File: src/rtl/chnl_rx_buffer_if.sv
// Channel receive buffer bus: upstream valid/ready handshake, downstream pop
// port, and the register-block facing status (enable, margin, stall stats).
interface chnl_rx_buffer_if #(
    parameter int DW    = 8,
    parameter int DEPTH = 32,
    parameter int SW    = 16
);
    localparam int AW = $clog2(DEPTH);

    logic          ch_en;
    logic [DW-1:0] ch_data;
    logic          ch_valid;
    logic          ch_ready;
    logic          rcv_vld;
    logic          rd_en;
    logic [DW-1:0] rd_data;
    logic          rd_valid;
    logic [AW:0]   margin;
    logic          stall_clr;
    logic [SW-1:0] stall_cnt;

    // Driver side: upstream channel, downstream arbiter and register block.
    modport master (
        output ch_en, ch_data, ch_valid, rd_en, stall_clr,
        input  ch_ready, rcv_vld, rd_data, rd_valid, margin, stall_cnt
    );

    // Buffer side.
    modport slave (
        input  ch_en, ch_data, ch_valid, rd_en, stall_clr,
        output ch_ready, rcv_vld, rd_data, rd_valid, margin, stall_cnt
    );
endinterface

File: src/rtl/chnl_rx_buffer.sv
// Channel receive buffer: accepts words from one upstream channel through a
// valid/ready handshake into a show-ahead FIFO, drained by a pop interface.
// Reports free space and a saturating count of backpressure stall cycles.
module chnl_rx_buffer #(
    parameter int DW    = 8,
    parameter int DEPTH = 32,
    parameter int SW    = 16,
    localparam int AW   = $clog2(DEPTH)
) (
    input logic             clk,
    input logic             rstn,
    chnl_rx_buffer_if.slave bus
);
    localparam logic [AW:0] FULL_CNT = DEPTH[AW:0];

    logic [DW-1:0] mem [DEPTH];
    logic [AW-1:0] wptr;
    logic [AW-1:0] rptr;
    logic [AW:0]   count;
    logic          push;
    logic          pop;

    // Saturating increment: holds at all-ones instead of wrapping.
    function automatic logic [SW-1:0] sat_inc(input logic [SW-1:0] v);
        if (v == {SW{1'b1}}) begin
            return v;
        end
        return v + 1'b1;
    endfunction

    // Handshake and status decode, all from registered state (no valid-to-ready path).
    always_comb begin
        bus.ch_ready = bus.ch_en & (count != FULL_CNT);
        bus.rd_valid = (count != '0);
        push         = bus.ch_valid & bus.ch_ready;
        pop          = bus.rd_en & bus.rd_valid;
        bus.margin   = FULL_CNT - count;
        bus.rd_data  = mem[rptr];
    end

    // Pointers, occupancy and accept strobe; simultaneous push and pop leave count unchanged.
    always_ff @(posedge clk or negedge rstn) begin
        if (!rstn) begin
            wptr        <= '0;
            rptr        <= '0;
            count       <= '0;
            bus.rcv_vld <= 1'b0;
        end else begin
            bus.rcv_vld <= push;
            if (push) begin
                wptr <= wptr + 1'b1;
            end
            if (pop) begin
                rptr <= rptr + 1'b1;
            end
            if (push && !pop) begin
                count <= count + 1'b1;
            end else if (pop && !push) begin
                count <= count - 1'b1;
            end
        end
    end

    // Storage array; contents are intentionally not reset.
    always_ff @(posedge clk) begin
        if (push) begin
            mem[wptr] <= bus.ch_data;
        end
    end

    // Stall statistics: clear wins over increment, increment saturates.
    always_ff @(posedge clk or negedge rstn) begin
        if (!rstn) begin
            bus.stall_cnt <= '0;
        end else if (bus.stall_clr) begin
            bus.stall_cnt <= '0;
        end else if (bus.ch_valid && !bus.ch_ready) begin
            bus.stall_cnt <= sat_inc(bus.stall_cnt);
        end
    end
endmodule

File: src/flat_wrapper.sv
// flat-port wrapper written by rule: the top's interface ports become plain ports
module chnl_rx_buffer_flat 
#(
    parameter int DW    = 8,
    parameter int DEPTH = 32,
    parameter int SW    = 16,
    localparam int AW   = $clog2(DEPTH)
)
  (clk, rstn, bus_ch_en, bus_ch_data, bus_ch_valid, bus_rd_en, bus_stall_clr, bus_ch_ready, bus_rcv_vld, bus_rd_data, bus_rd_valid, bus_margin, bus_stall_cnt);
  chnl_rx_buffer_if #(.DW(DW), .DEPTH(DEPTH), .SW(SW)) bus_i ();
  input logic clk;
  input logic rstn;
  input wire logic [$bits(bus_i.ch_en)-1:0] bus_ch_en;
  input wire logic [$bits(bus_i.ch_data)-1:0] bus_ch_data;
  input wire logic [$bits(bus_i.ch_valid)-1:0] bus_ch_valid;
  input wire logic [$bits(bus_i.rd_en)-1:0] bus_rd_en;
  input wire logic [$bits(bus_i.stall_clr)-1:0] bus_stall_clr;
  output wire logic [$bits(bus_i.ch_ready)-1:0] bus_ch_ready;
  output wire logic [$bits(bus_i.rcv_vld)-1:0] bus_rcv_vld;
  output wire logic [$bits(bus_i.rd_data)-1:0] bus_rd_data;
  output wire logic [$bits(bus_i.rd_valid)-1:0] bus_rd_valid;
  output wire logic [$bits(bus_i.margin)-1:0] bus_margin;
  output wire logic [$bits(bus_i.stall_cnt)-1:0] bus_stall_cnt;
  assign bus_i.ch_en = bus_ch_en;
  assign bus_i.ch_data = bus_ch_data;
  assign bus_i.ch_valid = bus_ch_valid;
  assign bus_i.rd_en = bus_rd_en;
  assign bus_i.stall_clr = bus_stall_clr;
  assign bus_ch_ready = bus_i.ch_ready;
  assign bus_rcv_vld = bus_i.rcv_vld;
  assign bus_rd_data = bus_i.rd_data;
  assign bus_rd_valid = bus_i.rd_valid;
  assign bus_margin = bus_i.margin;
  assign bus_stall_cnt = bus_i.stall_cnt;
  chnl_rx_buffer #(.DW(DW), .DEPTH(DEPTH), .SW(SW)) u_core (.clk(clk), .rstn(rstn), .bus(bus_i));
endmodule
File: config.mk
export PLATFORM = sky130hd
export DESIGN_NAME = chnl_rx_buffer_flat
export DESIGN_NICKNAME = d
export VERILOG_FILES = /design/src/rtl/chnl_rx_buffer_if.sv /design/src/rtl/chnl_rx_buffer.sv /design/src/flat_wrapper.sv
export SDC_FILE = /design/constraint.sdc
export NUM_CORES = 1
export LEC_CHECK = 0
export CAP_MARGIN = 20
export CORE_MARGIN = 2
export CORE_UTILIZATION = 55
export DETAILED_ROUTE_END_ITERATION = 8
export PLACE_DENSITY = 0.78
export REMOVE_ABC_BUFFERS = 1
export SETUP_SLACK_MARGIN = 0.5
export SYNTH_ARGS = -nofsm -noshare
export SYNTH_HDL_FRONTEND = slang
export SYNTH_SLANG_ARGS = --single-unit
File: constraint.sdc
create_clock -name clk -period 3 [get_ports clk]
set_input_delay 0.3 -clock clk [delete_from_list [all_inputs] [get_ports clk]]
set_output_delay 0.3 -clock clk [all_outputs]
set_load 0.005 [all_outputs]
# --- Word-level counts from Yosys, hierarchy flattened ---
# Memory sizes are Yosys's and may differ from the RTL's.
# Index checks and enable logic that the tools add are counted.
word_totals:
  ram_bits: 256
  romBits: 0
  mem_count: 1
  regBits: 33
  input_bits: 14
  latchBits: 0
  word_cells: 38
op_classes:
  order_cmp: 0
  eq_ne: 3
  multipliers: 0
  n_shift: 0
  muxes: 10
  div_mod_pow: 0
  add_sub_neg: 6
  bitwise: 3
  n_reduce_logical: 10
memory_table:
  columns: ["name", "words", "width", "rd", "rd_clocked_by_memory_dff", "wr", "line", "text"]
  rows:
  - ["u_core.mem", 32, 8, 1, 0, 1, "chnl_rx_buffer.sv:16", "logic [DW-1:0] mem [DEPTH];"]
op_table:
  columns: ["op", "n"]
  rows:
  - ["16-bit 2-to-1 mux", 3]
  - ["16-bit by 1-bit adder with 16-bit output, second input constant", 1]
  - ["16-bit equality test, second input constant", 1]
  - ["6-bit 2-to-1 mux", 2]
  - ["5-bit by 1-bit adder with 5-bit output, second input constant", 2]
  - ["6-bit by 1-bit adder with 6-bit output, second input constant", 1]
  - ["6-bit inequality test, second input constant", 1]
  - ["6-bit nonzero test", 1]
  - ["6-bit by 1-bit subtractor with 6-bit output, second input constant", 1]
  - ["6-bit subtractor, first input constant", 1]
  - ["1-bit 2-to-1 mux", 5]
  - ["2-bit nonzero test", 2]
  - ["1-bit bitwise AND", 3]
  - ["1-bit logical AND", 3]
  - ["1-bit zero test", 3]
  - ["3-bit inequality test, second input constant", 1]
  - ["2-bit AND reduction", 1]

# --- Depth between registers and ports, before layout ---
depth:
  ltp_word: 9
  mapped_depth: 12

# --- Least setup slack after synthesis ---
# No wires, ideal clock.
synth_timing:
  path_type: "register -> register"
  from: "reg u_core.count[0]"
  to: "reg u_core.count[5]"
  path_stages_with_launch: 13
  t_required_ns: 2.914
  arrival_ns: 2.793
  n_path_buf: 1
  synth_period_minus_slack_ns: 2.879
  path_slack_ns: 0.121
  cell_sequence: "dfrtp_1 > inv_1 > ha_1 > or4b_1 > o211a_1 > clkbuf_1 > ha_1 > inv_1 > ha_1 > a211oi_1 > a21oi_1 > o21a_1 > nor3_1"
synth_between:
  elab_chain_cells: 6
  word_cells_on_any_way: 14
synth_lines:
  columns: ["element", "line", "text"]
  rows:
  - ["start, declared", "chnl_rx_buffer.sv:19", "logic [AW:0] count;"]
  - ["start signal, assigned", "chnl_rx_buffer.sv:57", "count <= count + 1'b1;"]
  - ["start signal, assigned", "chnl_rx_buffer.sv:59", "count <= count - 1'b1;"]
  - ["6-bit inequality test *", "chnl_rx_buffer.sv:33", "bus.ch_ready = bus.ch_en & (count != FULL_CNT);"]
  - ["1-bit bitwise AND *", "chnl_rx_buffer.sv:33", null]
  - ["1-bit bitwise AND *", "chnl_rx_buffer.sv:35", "push = bus.ch_valid & bus.ch_ready;"]
  - ["named net u_core.push", "chnl_rx_buffer.sv:20", "logic push;"]
  - ["1-bit zero test", "chnl_rx_buffer.sv:58", "end else if (pop && !push) begin"]
  - ["1-bit logical AND", "chnl_rx_buffer.sv:58", null]
  - ["2-bit nonzero test (no source line)", null, null]
# Mark *: on every way through the listed nets, which the timed path passes. The rest lies on a longest branch. The select of a mux whose other input is x is not followed.
# A chain may end at the register's enable or synchronous reset.

# --- Worst setup path after layout ---
layout_timing:
  from: "reg u_core.rptr[0]"
  to: "out bus_rd_data[2]"
layout_between:
  elab_chain_cells: 1
layout_lines:
  columns: ["element", "line", "text"]
  rows:
  - ["start, declared", "chnl_rx_buffer.sv:18", "logic [AW-1:0] rptr;"]
  - ["start signal, assigned", "chnl_rx_buffer.sv:54", "rptr <= rptr + 1'b1;"]
  - ["memory 32 x 8 bit", null, null]
  - ["end, declared", "flat_wrapper.sv:20", "output wire logic [$bits(bus_i.rd_data)-1:0] bus_rd_data;"]
# No other way between the ends.

==> impl_metrics.env <==
export IMPL_reg2reg_from="u_core.count[1]"
export IMPL_clkSinkCount=289
export IMPL_area_delta_synth_final_pct=20.71
export IMPL_ir_worst_vdd_uv=658.3
export IMPL_period_share_pct=96.72
export IMPL_reg2reg_to="u_core.count[4]"
export IMPL_core_area_um2=21150
export IMPL_grt_pass1_vias=6927
export IMPL_combinationalPowerShare_pct=33.3
export IMPL_fill_cells=1307
export IMPL_postLayoutCoreUtil_pct=68.05
export IMPL_setup_viol=0
export IMPL_start_util_pct=56.37
export IMPL_yosysSeqAreaShare_pct=71.39
export IMPL_die_w_um=151.3
export IMPL_synth_top_cell_area_share_pct=64.46
export IMPL_maxCapViolations=0
export IMPL_via_per_inst=6.222
export IMPL_cts_tree="done"
export IMPL_crit_arrival_ns=2.60
export IMPL_synth_edf_count=256
export IMPL_antenna_found_initial=0
export IMPL_synth_area_top_cells="edfxtp_1 (64%), mux4_2 (9.1%), dfrtp_1 (6.9%)"
export IMPL_clkTransAtPathRegs_ns=0.06
export IMPL_synth_most_common_cell="edfxtp_1"
export IMPL_grt_first_pass_wirelength_mm=39.27
export IMPL_synth_common_cells="edfxtp_1 (256), mux4_2 (48), nor2_1 (47)"
export IMPL_grt_setup_unrepaired="true"
export IMPL_r2r_setup_slack_ns=0.45
export IMPL_drtIter0Drc=515
export IMPL_dr_pass1_iters=4
export IMPL_outcome="completed"
export IMPL_hp_class="input port to asynchronous set/reset pin"
export IMPL_worstPathRequired_ns=2.70
export IMPL_drive_gt1_share_pct=28.66
export IMPL_relSlewSlack_pct=33.60
export IMPL_nets=804
export IMPL_crit_path_end_kind="output pin"
export IMPL_p_per_area_nw_per_um2=897.1
export IMPL_worst_pin_slew_ns=0.9960
export IMPL_p_leak_uw=0.004764
export IMPL_drc=0
export IMPL_skew_ns=0.02004
export IMPL_p_seq_share_pct=38.2
export IMPL_die_area_um2=22880
export IMPL_syn_area_per_cell_um2=17.43
export IMPL_drv_slew=0
export IMPL_period_minus_slack_ns=2.902
export IMPL_switching_power_uw=3940
export IMPL_yosysUniqueCellTypes=53
export IMPL_final_hold_viol_count=0
export IMPL_crit_fanout=6
export IMPL_crit_type="flop to output pin"
export IMPL_ys_async_sr_fraction_pct=11.42
export IMPL_grt_overflow_total=0
export IMPL_ys_flop_type="edfxtp_1"
export IMPL_yosys_register_bits=289
export IMPL_cpPeakStageDelay_ns=0.53
export IMPL_grt_total_usage_pct=22.90
export IMPL_diodes=0
export IMPL_netSwitchingFraction_pct=30.51
export IMPL_die_h_um=151.3
export IMPL_grt_max_degree=41
export IMPL_p_total_uw=12910
export IMPL_synth_top_area_cell="edfxtp_1"
export IMPL_startpoint_type="flop"
export IMPL_internal_power_uw=8974
export IMPL_critical_path_cell_chain="buf_12 > buf_16 > or3b_4 > buf_6 > o221ai_4 > a211oi_2 > buf_4 > a21oi_4 > buf_2"
export IMPL_clk_latency_ns=0.54
export IMPL_synthCells=684
export IMPL_clk_path_buf_depth=3
export IMPL_drtAntennaViolNets=0
export IMPL_vias=6682
export IMPL_h_tree_depth=1
export IMPL_clkPwrFrac_pct=28.5
export IMPL_cp_slowest_cell="dfrtp_4"
export IMPL_wl_per_cell_um=23.79
export IMPL_cts_made_buffers=29
export IMPL_row_count=53
export IMPL_max_freq_ghz=0.3446
export IMPL_hpwlAfterDp_mm=14.79
export IMPL_reg2reg_depth=10
export IMPL_clockRootBuffer="clkbuf_16"
export IMPL_wirelength_mm=25.56
export IMPL_finalWeightedCongestion=0.8459
export IMPL_port_buffer_count=46
export IMPL_setup_tns_final_ns=0
export IMPL_cts_hold_buf=0
export IMPL_io_pins=47
export IMPL_netlist_area_um2=11930
export IMPL_yosysWarnings=0
## placed cells by master, fill, tap and decap left out, types with 9 or more instances in the layout
cell type        count
nor2_1              35
o31ai_1              9
mux4_2              48
a21oi_1             16
inv_1               10
buf_4               37
a211oi_2             9
clkbuf_16           29
mux2i_1             32
nand3_1             12
edfxtp_1           256
clkdlybuf4s50_1     37
xnor2_1             11
nand2_1             17
nor2_2              12
dfrtp_1             31
or4_1               10
## state kept, by name (all words and copies together) (netlist names)
register / count
u_core.bus.rcv_vld: 1
u_core.bus.stall_cnt: 16
u_core.count: 6
u_core.mem: 256
u_core.rptr: 5
u_core.wptr: 5
## power groups by stage
| stage | Clock, µW | Combinational (µW) | Sequential [µW] |
|---|---|---|---|
| after floorplan | 0 | 1990 | 5170 |
| after global placement | 0 | 3320 | 5030 |
| after detailed placement | 0 | 3410 | 5050 |
| after CTS | 3710 | 4100 | 4930 |
| after global routing | 3890 | 4600 | 4960 |
| final | 3680 | 4300 | 4930 |
## through the flow
step | std cells | hold slack, ns | instance area [µm²] | setup WS [ns]
3_5_place_dp | 1000 | 0.5468 | 12820 | 0.1033
6_report | 1074 | 0.2717 | 14400 | 0.09830
3_3_place_gp | 1000 | 0.5289 | 12820 | 0.1829
2_1_floorplan | 646 | 0.004409 | 11730 | -0.5250
4_1_cts | 1070 | 0.2931 | 14280 | 0.1098
5_1_grt | 1074 | 0.3541 | 14400 | 0.04058
## metal layers
| layer | track usage [%] | wire length, µm | vias to the layer above |
|---|---|---|---|
| li1 | - | - | 2948 |
| met1 | 30.38 | 9926 | 3392 |
| met2 | 38.82 | 12950 | 297 |
| met3 | 4.247 | 1947 | 45 |
| met4 | 7.290 | 727 | 0 |
| met5 | 0 | 0 | - |
## worst max path at each step
stage                    startpoint               to  cells after the start  slack [ns]
finish               u_core.rptr[0]   bus_rd_data[2]                      9         0.1
global placement    u_core.count[1]  u_core.count[5]                     11        0.18
floorplan            u_core.rptr[0]   bus_rd_data[0]                      4       -0.53
detailed placement  u_core.count[1]  u_core.count[5]                     11        0.10
global route         u_core.rptr[0]   bus_rd_data[2]                      9        0.04
CTS                  u_core.rptr[0]   bus_rd_data[7]                      9        0.11
## cell families (layout without fill, tap and decap cells)
kind of cell	count (synthesis)	after routing	share of synthesized area, %
buf+inv	51	165	2.014
mux	87	87	12.41
flops	289	289	71.39
xor+xnor	13	13	0.9548
simple gates	132	133	5.917
compound gates	98	98	5.781
fa+ha+maj	14	14	1.532
## timing repair
item	in CTS	in global routing
resized for setup	104	21
cloned	2	0
setup buffers	14	4
endpoints found under the setup margin	198	67
pin swaps	28	13
## critical path, delay by kind of cell (launching register included)
kind	cells	cell delay (ns)
and+or+nand+nor	1	0.43
buffers and inverters	5	0.73
AOI/OAI and AO/OA	3	0.37
DFF	1	0.53
## area by class of cell
class / count / area, µm² / share of cell area [%]
multi-input cells: 345 / 3556 / 24.70
flip-flops and latches: 289 / 8521 / 59.19
clock buffers: 33 / 740.7 / 5.146
repair buffers: 98 / 939.7 / 6.528
clock inverters: 21 / 240.2 / 1.669
well taps: 275 / 344.1 / 2.390
inverters: 13 / 53.80 / 0.3737
Note: power is estimated with default switching activity, not from simulation.
